`config.mk`:
```
export PLATFORM = sky130hd
export DESIGN_NAME = multimode_counter
export DESIGN_NICKNAME = d
export VERILOG_FILES = /design/src/rtl/multimode_counter.sv
export SDC_FILE = /design/constraint.sdc
export NUM_CORES = 1
export LEC_CHECK = 0
export ABC_AREA = 0
export ABC_CLOCK_PERIOD_IN_PS = 2800
export CORE_AREA = 2 2 39 41
export CTS_CLUSTER_DIAMETER = 100
export CTS_CLUSTER_SIZE = 40
export DETAILED_ROUTE_END_ITERATION = 7
export DIE_AREA = 0 0 41 43
export GPL_ROUTABILITY_DRIVEN = 0
export GPL_TIMING_DRIVEN = 0
export SKIP_LAST_GASP = 1
export SLEW_MARGIN = 40
export SYNTH_ARGS = -nofsm -noshare
export SYNTH_HDL_FRONTEND = slang
export SYNTH_SLANG_ARGS = --single-unit
```
`constraint.sdc`:
```
create_clock -name Clk -period 2.8 [get_ports Clk]
set_clock_uncertainty 0.05 [all_clocks]
set_input_delay 0.56 -clock Clk [delete_from_list [all_inputs] [get_ports Clk]]
set_output_delay 0.56 -clock Clk [all_outputs]
set_load 0.03 [all_outputs]
```
`src/rtl/multimode_counter.sv`:
```
// Modulo-MODULUS up/down counter with binary or Gray coded output, sync load and wrap flag.
// Define MULTIMODE_COUNTER_SAT_EN to saturate at the bounds instead of wrapping.
module multimode_counter #(
  parameter int WIDTH       = 3,
  parameter int MODULUS     = 8,
  parameter int RESET_INDEX = 0
) (
  input  logic             Clk,
  input  logic             nReset,
  input  logic             En,
  input  logic             Up,
  input  logic             M,
  input  logic             Load,
  input  logic [WIDTH-1:0] LoadVal,
  output logic [WIDTH-1:0] Count,
  output logic [WIDTH-1:0] Index,
  output logic             Tc
);

  // Compares run one bit wider so MODULUS == 2**WIDTH stays representable.
  localparam logic [WIDTH:0]   MOD_EXT = (WIDTH+1)'(MODULUS);
  localparam logic [WIDTH:0]   MAX_EXT = (WIDTH+1)'(MODULUS - 1);
  localparam logic [WIDTH-1:0] MAX_IDX = WIDTH'(MODULUS - 1);
  localparam logic [WIDTH-1:0] RST_IDX = WIDTH'(RESET_INDEX);

  if (WIDTH < 2 || WIDTH > 16) begin : g_bad_width
    $error("multimode_counter: WIDTH %0d outside 2..16", WIDTH);
  end
  if (MODULUS < 2 || MODULUS > (1 << WIDTH)) begin : g_bad_modulus
    $error("multimode_counter: MODULUS %0d outside 2..2**WIDTH", MODULUS);
  end
  if (RESET_INDEX < 0 || RESET_INDEX >= MODULUS) begin : g_bad_reset_index
    $error("multimode_counter: RESET_INDEX %0d not below MODULUS", RESET_INDEX);
  end

  function automatic logic [WIDTH-1:0] encode(input logic [WIDTH-1:0] idx, input logic gray);
    encode = gray ? (idx ^ (idx >> 1)) : idx;
  endfunction

  logic [WIDTH-1:0] index_q, index_d;
  logic [WIDTH-1:0] count_q, count_d;
  logic             tc_q, tc_d;
  logic [WIDTH:0]   idx_ext;

  always_comb begin
    idx_ext = {1'b0, index_q};
    index_d = index_q;
    tc_d    = 1'b0;
    if (Load) begin
      index_d = ({1'b0, LoadVal} < MOD_EXT) ? LoadVal : '0;
    end else if (idx_ext > MAX_EXT) begin
      index_d = '0;
    end else if (En) begin
      if (Up) begin
        if (index_q == MAX_IDX) begin
`ifdef MULTIMODE_COUNTER_SAT_EN
          index_d = index_q;
`else
          index_d = '0;
          tc_d    = 1'b1;
`endif
        end else begin
          index_d = index_q + WIDTH'(1);
`ifdef MULTIMODE_COUNTER_SAT_EN
          tc_d    = (index_d == MAX_IDX);
`endif
        end
      end else begin
        if (index_q == '0) begin
`ifdef MULTIMODE_COUNTER_SAT_EN
          index_d = index_q;
`else
          index_d = MAX_IDX;
          tc_d    = 1'b1;
`endif
        end else begin
          index_d = index_q - WIDTH'(1);
`ifdef MULTIMODE_COUNTER_SAT_EN
          tc_d    = (index_d == '0);
`endif
        end
      end
    end
    count_d = encode(index_d, M);
  end

  always_ff @(negedge Clk or negedge nReset) begin
    if (!nReset) begin
      index_q <= RST_IDX;
      count_q <= RST_IDX;
      tc_q    <= 1'b0;
    end else begin
      index_q <= index_d;
      count_q <= count_d;
      tc_q    <= tc_d;
    end
  end

  assign Index = index_q;
  assign Count = count_q;
  assign Tc    = tc_q;

endmodule

```
==> implementation parameters <==
Parameter                              Value

Outcome
  Outcome    finished with violations
  Failing checks    negative setup slack

Synth
  Register bit total from synthesis    6
  Share of synthesized cell area in and, or, nand and nor gates    18.7%
  Part of the Yosys area used for sequential elements    37.4%
  Multiplexer share of the synthesized area    0%
  Total nets after synthesis    55
  Post-synthesis cell type count    20
  Combinational family with the most area after synthesis    compound AO/OA/AOI/OAI gates
  Average cell area after synthesis    9.56 sq um
  Xor and xnor area share after synthesis    4.36%
  Syn Std Cell Area    402 sq um
  Post-synthesis cell count    42
  Post-synthesis compound-gate area fraction    21.5%
  Yosys synthesis warning count    0
  Share of synthesized cell area in full adder, half adder and majority cells    12.5%

GRT
  Total routing resource utilization after global routing    13.3%
  Number of global-route vias before repair    337
  Largest net degree at the start of global routing    8
  Number of antenna violations at the first check in global routing    0
  Sum of overflow across all layers after global routing    0
  Wire length of the first global-routing pass    1550 microns

Setup path
  Element type at the critical path start    flip-flop
  RR Endpoint    Count[1]
  Buffers & Inverters on Critical Path    2
  Cell repeated most along the worst path    buf_6
  Source of the critical timing path    Count[2]
  Critical path class    reg2out
  Worst reg2reg path depth    7
  Series of cell instances along the critical path    buf_6 -> buf_6
  R2r setup slk    1.08 ns
  Highest cell delay on the worst timing path    0.48 ns
  Critical-path top delay cell    dfrtn_1
  Critical path fanouts, max    5
  Nature of the critical path endpoint    output pin
  Required arrival time at the worst endpoint    2.19 ns
  Critical path data arrival time    2.37 ns
  Worst reg2reg startpoint    Index[0]
  Kind of cell adding the most delay to the critical path    flip-flops

Route
  Routed length per placed instance    12.5 microns
  Total length of routed wires    1010 microns
  First-pass DRT Iterations    4
  Remaining antenna violation count after routing    0
  Remaining routing DRC violations    0
  Number of DRC markers after the initial detailed-route iteration    3
  Overall via count from detail_route    380
  Post-DR vias/cell    4.69

Timing
  Setup repair after global routing missed its margin    yes
  Final Hold Slack    0.772 ns
  Worst slew margin relative to its limit    82.4%
  Worst Slack Setup Final    -0.180 ns
  Final count of pins violating max slew    0
  Final hold violations    0
  Final-layout setup total negative slack    -0.446 ns
  Setup-failing EPs final    4
  Worst-margin pin slew    0.263 ns

Cells and area
  Count of nets after finishing    80
  Final design area excluding fillers    659 sq um
  Layout cell share with drive strength beyond 1    46.2%
  Number of antenna cells inserted    0
  Area growth, synth to finish    64.2%

Clock network
  Insertion delay to the later sink of the worst-skew pair    0.25 ns
  CTS Buf Count    3
  Total number of H-tree levels    1
  Master cell of the clock root buffer    clkbuf_4
  TritonCTS sink count    6
  CTS Buffer Depth    2
  Hold buffer count at cts    0
  CTS tree    built
  Worst-path clk slew    0.03 ns

Worst hold path
  Endpoint of the worst hold-timing path    Index[1]
  Hold Path Class    reg2reg
  Number of stages on the worst hold path    4
  Beginning of the worst hold path    Index[1]

Placed design
  HPWL Detailed    657 microns
  Setup Slack @ Placement    -0.578 ns
  Port Buf Inserts    15
  Placed standard-cell area    576 sq um

Run
  Max-capacitance violation count    0

Die
  I/O pin cnt    16
  Die area    1760 sq um
  Die X    41 microns
  Initial core utilization    29.0%
  Height of the die    43 microns
  Total core area    1380 sq um
  Number of core rows    14

Power and ir drop
  Worst vdd rail ir drop    0.000334 V
  Total power density per cell area    512 nW/um^2
  Tot Pwr    0.337 mW
  Leakage power of the design    0.303 nW
[Yosys cell counts, drive strengths merged]
library cell  count  area, sq um
dfrtn             6          150
nand2             5         18.8
a21oi             4         20.0
ha                4         50.1
inv               4         15.0
nor3              3         15.0
nor2b             2         15.0
o211ai            2         15.0
o21a              2         16.3
xnor2             2         17.5
a211oi            1         12.5
a21boi            1         7.51
buf               1         7.51
nand2b            1         6.26
nand3b            1         7.51
nor3b             1         12.5
o21ai             1         8.76
o22ai             1         6.26
[how the worst max path moves through the flow]
stage | to | cells after the start
after detailed placement | Count[0] | 5
after floorplan | Index[2] | 1
final | Index[2] | 2
after CTS | Index[2] | 2
after global routing | Index[2] | 2
after global placement | Index[2] | 2
[layout by cell type (no fill, tap or decap), types with 2 or more instances in the layout]
cell             Yosys  routed
xnor2_1              2       2
buf_4                1       5
inv_1                4       4
buf_6                0       7
ha_1                 4       4
a21oi_2              0       2
o211ai_1             2       2
dfrtn_1              6       6
clkdlybuf4s50_1      0       3
nor3_2               0       2
nand2_1              5       5
a21oi_1              4       2
clkbuf_4             0       3
dlygate4sd2_1        0       2
buf_2                0       2
[stage by stage]
step | utilization [%] | std cells
6_report | 47.6 | 81
5_1_grt | 47.6 | 81
4_1_cts | 45.7 | 79
3_5_place_dp | 41.6 | 73
3_3_place_gp | 41.6 | 73
2_1_floorplan | - | 42
[metal layers]
metal / up-vias / track usage, % / share of wire, %
met3: 4 / 3.14 / 3.9
li1: 191 / - / -
met1: 170 / 17.0 / 39
met5: - / 0 / 0
met2: 15 / 20.3 / 53
met4: 0 / 6.00 / 3.8
[timing repair]
action | in CTS | in global routing
gates cloned | 0 | 0
pin swaps | 8 | 2
setup buffers | 3 | 2
endpoints found under the setup margin | 13 | 9
resized for setup | 58 | 9
[logic make-up after synthesis]
family	after synthesis
AND/OR/NAND/NOR	13
AO/OA/AOI/OAI	12
flip-flops	6
buffers and inverters	5
adder cells (fa/ha/maj)	4
XOR/XNOR	2
[tightest hold or removal path, cell delays in order (launching register included)]
cell and delay [ns]:
dfrtn_1 0.44, buf_4 0.15, nor3_2 0.04, a21oi_2 0.12, o21a_2 0.16
[area by class of cell]
class / instances / area, sq um
Clock buffer: 3 / 22.5
Fill cell: 146 / 724
Multi-Input combinational cell: 31 / 262
Inverter: 4 / 15.0
Tap cell: 16 / 20.0
Timing Repair Buffer: 20 / 179
Buffer: 1 / 11.3
Sequential cell: 6 / 150
[flip-flops by register name, summed over array words and instances (netlist names)]
register / flops
Count: 3
Index: 2
Tc: 1
[report_power, final]
| group | total (mW) | leakage [nW] | switching, mW | internal [mW] |
|---|---|---|---|---|
| clock network | 0.0775 | 0.0138 | 0.0291 | 0.0483 |
| logic | 0.151 | 0.218 | 0.0792 | 0.0717 |
| registers | 0.109 | 0.0714 | 0.00884 | 0.100 |
(Power assumes the default switching activity.)
